$ cat src/rtl/ib32bit_fetch_buffer_if.sv
// ---------------------------------------------------------------------------
// ib32bit_fetch_buffer_if
// Bundles the fetch-address handshake, the flush, the program-load port and
// the instruction-delivery handshake of the fetch buffer.
//   master : the PC / decode / loader side (drives addresses, flush, writes,
//            instr_ready; observes addr_ready and the instruction head)
//   slave  : the fetch buffer itself
// Parameters: AWIDTH (fetch address width), DWIDTH (instruction width).
// ---------------------------------------------------------------------------
interface ib32bit_fetch_buffer_if #(
  parameter int AWIDTH = 6,
  parameter int DWIDTH = 32
);
  logic [AWIDTH-1:0] addr_in;
  logic              addr_valid;
  logic              addr_ready;
  logic              flush;
  logic              prog_we;
  logic [AWIDTH-1:0] prog_addr;
  logic [DWIDTH-1:0] prog_data;
  logic [DWIDTH-1:0] instr_out;
  logic [AWIDTH-1:0] instr_addr;
  logic              instr_valid;
  logic              instr_ready;

  modport master (
    output addr_in, addr_valid, flush, prog_we, prog_addr, prog_data,
           instr_ready,
    input  addr_ready, instr_out, instr_addr, instr_valid
  );

  modport slave (
    input  addr_in, addr_valid, flush, prog_we, prog_addr, prog_data,
           instr_ready,
    output addr_ready, instr_out, instr_addr, instr_valid
  );
endinterface

$ cat src/rtl/ib32bit_fetch_buffer.sv
// ---------------------------------------------------------------------------
// ib32bit_fetch_buffer
// Instruction-fetch responder. Fetch addresses are accepted from the PC,
// looked up in an internal word-addressed instruction memory (one register
// stage), and the {instruction, address} pair is queued in a DEPTH-entry
// FIFO that feeds decode.
//
// Ports:
//   clk    : rising-edge clock
//   rst_n  : asynchronous active-low reset
//   bus    : slave side of ib32bit_fetch_buffer_if (fetch handshake, flush,
//            program-load port, instruction handshake)
//
// Handshakes: a transfer happens on a rising edge where valid && ready.
// valid never depends on ready. addr_ready is a pure function of registers
// (count_q, rd_valid_q), so there is no combinational path from addr_valid
// or instr_ready to addr_ready.
// ---------------------------------------------------------------------------
module ib32bit_fetch_buffer #(
  parameter int AWIDTH = 6,
  parameter int DWIDTH = 32,
  parameter int DEPTH  = 4
) (
  input logic                  clk,
  input logic                  rst_n,
  ib32bit_fetch_buffer_if.slave bus
);

  localparam int PW = $clog2(DEPTH);
  localparam int CW = PW + 1;

  // Instruction memory: no reset, untouched by flush.
  logic [DWIDTH-1:0] mem [0:(1<<AWIDTH)-1];

  // FIFO storage: contents are only meaningful below count_q, so no reset.
  logic [DWIDTH-1:0] fifo_data [DEPTH];
  logic [AWIDTH-1:0] fifo_addr [DEPTH];

  // Read stage
  logic [DWIDTH-1:0] rd_data_q, rd_data_d;
  logic [AWIDTH-1:0] rd_addr_q, rd_addr_d;
  logic              rd_valid_q, rd_valid_d;

  // FIFO control
  logic [PW-1:0]     wr_ptr_q, wr_ptr_d;
  logic [PW-1:0]     rd_ptr_q, rd_ptr_d;
  logic [CW-1:0]     count_q, count_d;

  logic              accept;
  logic              push;
  logic              pop;
  logic [CW:0]       credit_used;

  // Entries already queued plus the one in the read stage must leave room,
  // which is what guarantees a push never meets a full FIFO.
  assign credit_used    = {1'b0, count_q} + {{CW{1'b0}}, rd_valid_q};
  assign bus.addr_ready = credit_used < (CW+1)'(DEPTH);

  assign bus.instr_valid = (count_q != '0);
  // Head is gated so the outputs read zero whenever the FIFO is empty.
  assign bus.instr_out   = bus.instr_valid ? fifo_data[rd_ptr_q] : '0;
  assign bus.instr_addr  = bus.instr_valid ? fifo_addr[rd_ptr_q] : '0;

  always_comb begin
    accept     = bus.addr_valid && bus.addr_ready && !bus.flush;
    push       = rd_valid_q && !bus.flush;
    pop        = bus.instr_valid && bus.instr_ready && !bus.flush;

    rd_data_d  = rd_data_q;
    rd_addr_d  = rd_addr_q;
    rd_valid_d = accept;
    wr_ptr_d   = wr_ptr_q;
    rd_ptr_d   = rd_ptr_q;
    count_d    = count_q;

    if (accept) begin
      // Combinational read of the pre-edge contents: a same-edge program
      // write to this address lands after, giving read-before-write.
      rd_data_d = mem[bus.addr_in];
      rd_addr_d = bus.addr_in;
    end

    if (push) begin
      wr_ptr_d = wr_ptr_q + PW'(1);
    end
    if (pop) begin
      rd_ptr_d = rd_ptr_q + PW'(1);
    end
    if (push && !pop) begin
      count_d = count_q + CW'(1);
    end else if (pop && !push) begin
      count_d = count_q - CW'(1);
    end

    // Flush overrides everything: in-flight read, queue and any pop.
    if (bus.flush) begin
      rd_valid_d = 1'b0;
      wr_ptr_d   = '0;
      rd_ptr_d   = '0;
      count_d    = '0;
    end
  end

  always_ff @(posedge clk or negedge rst_n) begin
    if (!rst_n) begin
      rd_data_q  <= '0;
      rd_addr_q  <= '0;
      rd_valid_q <= 1'b0;
      wr_ptr_q   <= '0;
      rd_ptr_q   <= '0;
      count_q    <= '0;
    end else begin
      rd_data_q  <= rd_data_d;
      rd_addr_q  <= rd_addr_d;
      rd_valid_q <= rd_valid_d;
      wr_ptr_q   <= wr_ptr_d;
      rd_ptr_q   <= rd_ptr_d;
      count_q    <= count_d;
    end
  end

  always_ff @(posedge clk) begin
    if (bus.prog_we) begin
      mem[bus.prog_addr] <= bus.prog_data;
    end
  end

  always_ff @(posedge clk) begin
    if (push) begin
      fifo_data[wr_ptr_q] <= rd_data_q;
      fifo_addr[wr_ptr_q] <= rd_addr_q;
    end
  end

endmodule
$ cat src/flat_wrapper.sv
// flat-port wrapper written by rule: the top's interface ports become plain ports
module ib32bit_fetch_buffer_flat 
#(
  parameter int AWIDTH = 6,
  parameter int DWIDTH = 32,
  parameter int DEPTH  = 4
)
  (clk, rst_n, bus_addr_in, bus_addr_valid, bus_flush, bus_prog_we, bus_prog_addr, bus_prog_data, bus_instr_ready, bus_addr_ready, bus_instr_out, bus_instr_addr, bus_instr_valid);
  ib32bit_fetch_buffer_if #(.AWIDTH(AWIDTH), .DWIDTH(DWIDTH)) bus_i ();
  input logic clk;
  input logic rst_n;
  input wire logic [$bits(bus_i.addr_in)-1:0] bus_addr_in;
  input wire logic [$bits(bus_i.addr_valid)-1:0] bus_addr_valid;
  input wire logic [$bits(bus_i.flush)-1:0] bus_flush;
  input wire logic [$bits(bus_i.prog_we)-1:0] bus_prog_we;
  input wire logic [$bits(bus_i.prog_addr)-1:0] bus_prog_addr;
  input wire logic [$bits(bus_i.prog_data)-1:0] bus_prog_data;
  input wire logic [$bits(bus_i.instr_ready)-1:0] bus_instr_ready;
  output wire logic [$bits(bus_i.addr_ready)-1:0] bus_addr_ready;
  output wire logic [$bits(bus_i.instr_out)-1:0] bus_instr_out;
  output wire logic [$bits(bus_i.instr_addr)-1:0] bus_instr_addr;
  output wire logic [$bits(bus_i.instr_valid)-1:0] bus_instr_valid;
  assign bus_i.addr_in = bus_addr_in;
  assign bus_i.addr_valid = bus_addr_valid;
  assign bus_i.flush = bus_flush;
  assign bus_i.prog_we = bus_prog_we;
  assign bus_i.prog_addr = bus_prog_addr;
  assign bus_i.prog_data = bus_prog_data;
  assign bus_i.instr_ready = bus_instr_ready;
  assign bus_addr_ready = bus_i.addr_ready;
  assign bus_instr_out = bus_i.instr_out;
  assign bus_instr_addr = bus_i.instr_addr;
  assign bus_instr_valid = bus_i.instr_valid;
  ib32bit_fetch_buffer #(.AWIDTH(AWIDTH), .DWIDTH(DWIDTH), .DEPTH(DEPTH)) u_core (.clk(clk), .rst_n(rst_n), .bus(bus_i));
endmodule
$ cat config.mk
export PLATFORM = sky130hd
export DESIGN_NAME = ib32bit_fetch_buffer_flat
export DESIGN_NICKNAME = d
export VERILOG_FILES = /design/src/rtl/ib32bit_fetch_buffer_if.sv /design/src/rtl/ib32bit_fetch_buffer.sv /design/src/flat_wrapper.sv
export SDC_FILE = /design/constraint.sdc
export NUM_CORES = 2
export LEC_CHECK = 0
export BUFFER_PORTS_ARGS = -buffer_cell sky130_fd_sc_hd__buf_4
export CORE_UTILIZATION = 40
export DETAILED_ROUTE_END_ITERATION = 6
export PLACE_DENSITY = 0.62
export SLEW_MARGIN = 25
export SYNTH_ARGS = -nofsm -noshare
export SYNTH_HDL_FRONTEND = slang
export SYNTH_SLANG_ARGS = --single-unit
$ cat constraint.sdc
create_clock -name clk -period 1.94 [get_ports clk]
set_input_delay 0.194 -clock clk [delete_from_list [all_inputs] [get_ports clk]]
set_output_delay 0.194 -clock clk [all_outputs]
set_load 0.05 [all_outputs]
Yosys cells after proc, flatten, opt, wreduce, memory -nomap -nowiden
Memories as Yosys holds them, arrays and structs flattened. A register that Yosys moved wholly into a read port is not among the register bits. Index checks and enable logic that the tools add are counted.

Bits in registers: 14. Bits in latches: 0. Bits in writable memories: 2200. ROM bits: 0. Input port bits: 50. Output and inout bits: 40. Logic and storage cells: 43. Memories kept: 3.

Memories: u_core.mem (depth 64, width 32, rd ports 1, clocked after memory_dff 1, write ports 1, RTL line ib32bit_fetch_buffer.sv:33) `logic [DWIDTH-1:0] mem [0:(1<<AWIDTH)-1];`; u_core.fifo_data (depth 4, width 32, rd ports 1, clocked after memory_dff 0, write ports 1, RTL line ib32bit_fetch_buffer.sv:36) `logic [DWIDTH-1:0] fifo_data [DEPTH];`; u_core.fifo_addr (depth 4, width 6, rd ports 1, clocked after memory_dff 0, write ports 1, RTL line ib32bit_fetch_buffer.sv:37) `logic [AWIDTH-1:0] fifo_addr [DEPTH];`.

Add/subtract/negate cells: 5. $mul: 0. Div/mod/pow operators: 0. $lt $le $gt $ge: 1. Eq/ne operators: 0. Shift operators: 0. Muxes and demuxes: 14. Bitwise operators: 0. Reduce and logical (&&, ||, !) cells: 15.

Operators by type and width (count): $mux 32 (1); $mux 3 (3); $mux 2 (4); $logic_and 1x1->1 (7); $mux 6 (1); $reduce_bool 3->1 (2); $mux 1 (5); $add 2x1->2 const B (2); $add 3x1->4 (1); $logic_not 1->1 (4); $lt 4x3->1 const B (1); $reduce_bool 2->1 (2); $add 3x1->3 const B (1); $sub 3x1->3 const B (1).

Longest topological paths before layout
Word-level depth: 7. Gate-level depth with buffers: 10. Mapped depth without buffers: 8.

Least setup slack after synthesis
No wires, ideal clock.

Path kind: input-to-reg. From: input bus_prog_addr[3]. To: memory u_core.mem[41][0], enable pin. Setup time: 0.461 ns. Data arrival time: 3.007 ns. Setup slack: -1.528 ns. Stages on the path: 3. Buffers on the path: 1. Cells stage by stage: clkbuf_1 nand4b_1 nor3_1.

RTL lines: from (decl) (RTL line flat_wrapper.sv:16) `input wire logic [$bits(bus_i.prog_addr)-1:0] bus_prog_addr;`; to (decl) (RTL line ib32bit_fetch_buffer.sv:33).

Straight into the memory's write port.

Worst setup path in the final report
From: register u_core.rd_ptr_q[0]. To: output bus_instr_addr[5].

Word-level cells in the longest chain between the ends: 2.

Ends and longest elaborated chain: from (decl) (RTL line ib32bit_fetch_buffer.sv:46) `logic [PW-1:0] rd_ptr_q, rd_ptr_d;`; from (signal assigned) (RTL line ib32bit_fetch_buffer.sv:117) `rd_ptr_q <= rd_ptr_d;`; $mem_v2 4x6; $mux 6 (RTL line ib32bit_fetch_buffer.sv:62) `assign bus.instr_addr = bus.instr_valid ? fifo_addr[rd_ptr_q] : '0;`; to (decl) (RTL line flat_wrapper.sv:21) `output wire logic [$bits(bus_i.instr_addr)-1:0] bus_instr_addr;`.

Every way passes these cells.

==> summary.md <==
| Metric | Value |
|---|---|
| Number of endpoints failing setup at the final stage | 74 |
| GR Overflow Total | 0 |
| Fraction of final layout cells sized beyond drive strength 1 | 0.3857 |
| H-tree depth | 4 |
| Leakage | 34.16 nW |
| Post-synthesis instance total | 3,704 |
| Post-synthesis cell type count | 47 |
| Maximum VDD drop | 0.0008467 V |
| Power density over the cells | 1055 nW/um2 |
| Input/output buffers | 89 |
| Longest Clk Path Bufs | 3 |
| Post-layout utilization of the core | 0.4967 |
| Final wirelength | 223,800 um |
| Sequential cell area fraction in the yosys report | 0.7819 |
| Starting utilization of the core area | 0.4041 |
| Root buffer cell | sky130_fd_sc_hd__clkbuf_16 |
| Nature of the critical path startpoint | register |
| DRC violations left | 0 |
| Number of ports placed on the die boundary | 90 |
| Count of nets left with antenna violations after detail routing | 0 |
| # clock sinks | 2,246 |
| Number of maximum-capacitance constraint violations | 0 |
| Post-synth EDFFs | 2,200 |
| Maximum fanout along the worst path | 7 |
| Netlist area before placement | 85,960 um2 |
| Power Total | 111.5 mW |
| Vias in the first global route | 42,337 |
| Worst setup skew after layout | 0.03889 ns |
| Most used flip-flop cell after synthesis | sky130_fd_sc_hd__edfxtp_1 |
| Kind of end point of the critical path | primary output |
| Clock slew at the register clock pins of the worst setup and hold paths | 0.06 ns |
| Die ar. | 216,800 um2 |
| HPWL Detailed | 134,700 um |
| Syn Nets | 3,759 |
| WL per Instance | 30.10 um |
| Leading cell types in the layout, fill and taps excluded | sky130_fd_sc_hd__edfxtp_1 (2,200), sky130_fd_sc_hd__mux4_2 (546), sky130_fd_sc_hd__buf_4 (355) |
| Total of fill cells in the finished design | 16,723 |
| Final net count | 4,479 |
| Combined global-route utilization of all metal layers | 0.2058 |
| Number of cells in the finished layout apart from fillers | 7,435 |
| Core Box Area | 212,700 um2 |
| Final weighted congestion in routability-driven placement | 0.8428 |
| First-pass detailed-route iteration total | 7 |
| Die outline height | 465.6 um |
| Slew Limit Headroom | 0.3766 |
| Post-route setup slack | -0.7117 ns |
| Clock tree from TritonCTS | done |
| Slew Viols, Final | 0 |
| Flip-flop and latch count after synthesis | 2,246 |
| Worst min-delay path category | in2reg |
| Leading cell type in the layout, fill and taps excluded | sky130_fd_sc_hd__edfxtp_1 |
| Data arrival time of the worst path | 2.46 ns |
| Maximum number of pins on one net before global-route repair | 65 |
| Max Freq | 377.1 MHz |
| Via count normalized by instance count | 5.624 |
| Wire length of the first global-routing pass | 316,900 um |
| Ratio of final minimum period to clock period | 1.367 |
| Outcome | complete, but fails checks |
| Worst skew pair latency | 0.85 ns |
| Die width | 465.6 um |
| Setup WS pre-CTS | -0.8504 ns |
| Number of buffers added by the clock tree synthesis step | 216 |
| Initial detailed-routing violation count | 4,631 |
| Violated checks | negative setup slack |
| Standard-cell rows | 169 |
| Yosys warning count | 0 |
| Final Critical Period | 2.652 ns |
| Required arrival time at the worst endpoint | 1.75 ns |
| Area growth syn-to-layout | 22.92% |
| RSZ-0062 raised after global routing | true |
| Share of async-settable or async-resettable flops after synthesis | 0.02048 |
| Slew of the pin with the lowest slew margin | 0.9350 ns |
| Count of endpoints failing hold in the final timing report | 0 |
| Number of cells in the design after placement | 6,940 |
| Mean post-synth cell area | 23.21 um2 |
| Number of antenna violations at the first check in global routing | 14 |
| Total vias in the final route | 41,818 |
| CP Class | reg2out |
==> worst max-delay path: stages, from the launching register on <==
cell and delay (ns):
sky130_fd_sc_hd__dfrtp_2 0.44, sky130_fd_sc_hd__buf_4 0.16, sky130_fd_sc_hd__clkbuf_16 0.16, sky130_fd_sc_hd__mux4_2 0.50, sky130_fd_sc_hd__and2_1 0.17, sky130_fd_sc_hd__buf_4 0.18
==> cell type report <==
class,count,area [um2],share of cell area
Multi-Input combinational cell,1246,19420,0.1838
Timing Repair Buffer,709,8512,0.08055
Tap cell,2821,3530,0.03340
Inverter,5,23.77,0.0002250
Antenna cell,7,17.52,0.0001658
Clock buffer,270,5754,0.05446
Clock inverter,131,1189,0.01125
Sequential cell,2246,67220,0.6361
==> registers in the layout, summed over array words and instances, names as in the netlist <==
name and count:
u_core.fifo_data 128, u_core.wr_ptr_q 2, u_core.rd_valid_q 1, u_core.rd_addr_q 6, u_core.rd_data_q 32, u_core.mem 2048, u_core.count_q 3, u_core.fifo_addr 24
u_core.rd_ptr_q 2
==> Yosys cell counts, types with 4 or more instances <==
master                         n  share of area
sky130_fd_sc_hd__a2111oi_0     6        0.00061
sky130_fd_sc_hd__nand2b_1      4        0.00029
sky130_fd_sc_hd__clkbuf_1     86         0.0038
sky130_fd_sc_hd__nand3b_1      4        0.00035
sky130_fd_sc_hd__mux4_2      546           0.14
sky130_fd_sc_hd__buf_4        19         0.0017
sky130_fd_sc_hd__a2111oi_1    20         0.0023
sky130_fd_sc_hd__nand3_1       9        0.00052
sky130_fd_sc_hd__mux2i_1     224          0.026
sky130_fd_sc_hd__buf_6        27         0.0035
sky130_fd_sc_hd__nand4b_1      4        0.00041
sky130_fd_sc_hd__ha_1          4        0.00058
sky130_fd_sc_hd__nand2_1      62         0.0027
sky130_fd_sc_hd__or3_1         5        0.00036
sky130_fd_sc_hd__nor3b_1       4        0.00035
sky130_fd_sc_hd__o22ai_1      62         0.0045
sky130_fd_sc_hd__nor3_1        8        0.00047
sky130_fd_sc_hd__buf_2        62         0.0036
sky130_fd_sc_hd__mux2_2       34         0.0045
sky130_fd_sc_hd__nor2b_1       6        0.00044
sky130_fd_sc_hd__a2111oi_2     6         0.0010
sky130_fd_sc_hd__a211oi_1      4        0.00035
sky130_fd_sc_hd__buf_1        13        0.00057
sky130_fd_sc_hd__edfxtp_1   2200           0.77
sky130_fd_sc_hd__inv_1         5        0.00022
sky130_fd_sc_hd__o211ai_1     61         0.0053
sky130_fd_sc_hd__dfrtp_1      46          0.013
sky130_fd_sc_hd__and2_1       44         0.0032
sky130_fd_sc_hd__nor2_1      102         0.0045
==> power by group <==
group	internal, mW	switching (mW)	leakage [nW]	total (mW)
Combinational	6.97	7.53	10.4	14.5
Sequential	54.5	1.16	20.4	55.6
Clock	23.4	17.9	3.41	41.3
==> cells by family (layout without fill, tap and decap cells) <==
kind of cell | after synthesis | after routing | synth area share
AND/OR/NAND/NOR | 260 | 260 | 0.01437
XOR/XNOR | 5 | 5 | 0.0005095
multiplexers | 804 | 804 | 0.1736
buffers and inverters | 212 | 1115 | 0.01335
AO/OA/AOI/OAI | 172 | 172 | 0.01547
other | 0 | 7 | 0
adder cells (fa/ha/maj) | 5 | 5 | 0.0008151
flip-flops | 2246 | 2246 | 0.7819
==> per-layer routing <==
layer / GRT usage / wire length [um] / up-vias
li1: - / - / 17229
met3: 0.03084 / 14650 / 272
met4: 0.05776 / 5940 / 0
met2: 0.3434 / 112300 / 1571
met5: 0 / 0 / -
met1: 0.2817 / 90920 / 22746
==> path summary, 6_finish.rpt <==
| path | from | end | slack [ns] | cells after the start |
|---|---|---|---|---|
| worst max-delay path | u_core.rd_ptr_q[0] | bus_instr_addr[5] | -0.71 | 5 |
| worst min-delay path | bus_prog_addr[0] | u_core.mem[39][24] | 0.06 | 4 |
| worst max register to register | u_core.count_q[1] | u_core.rd_data_q[19] | -0.62 | 11 |
| worst min register to register | u_core.rd_addr_q[1] | u_core.fifo_addr[2][1] | 0.54 | 0 |
| max in group asynchronous | rst_n | u_core.rd_data_q[17] | 1.23 | 4 |
| min in group asynchronous | rst_n | u_core.wr_ptr_q[0] | 0.49 | 4 |
==> what timing repair did <==
item	CTS	global route
hold buffers	40	0
hold endpoints to repair	1834	0
setup buffers	43	26
setup endpoints to repair	73	75
pin swaps	96	50
cloned	4	7
resized for setup	319	112
==> through the flow <==
step | setup TNS, ns | cell area, um2 | hold slack, ns
4_1_cts | -44.38 | 105000 | 0.002310
5_1_grt | -47.93 | 105700 | 0.05618
2_1_floorplan | -420.02 | 86360 | -0.1016
3_3_place_gp | -21.32 | 95750 | 0.1746
6_report | -42.58 | 105700 | 0.06362
3_5_place_dp | -21.58 | 95750 | 0.1737
Power figures use the tool's default switching activity.
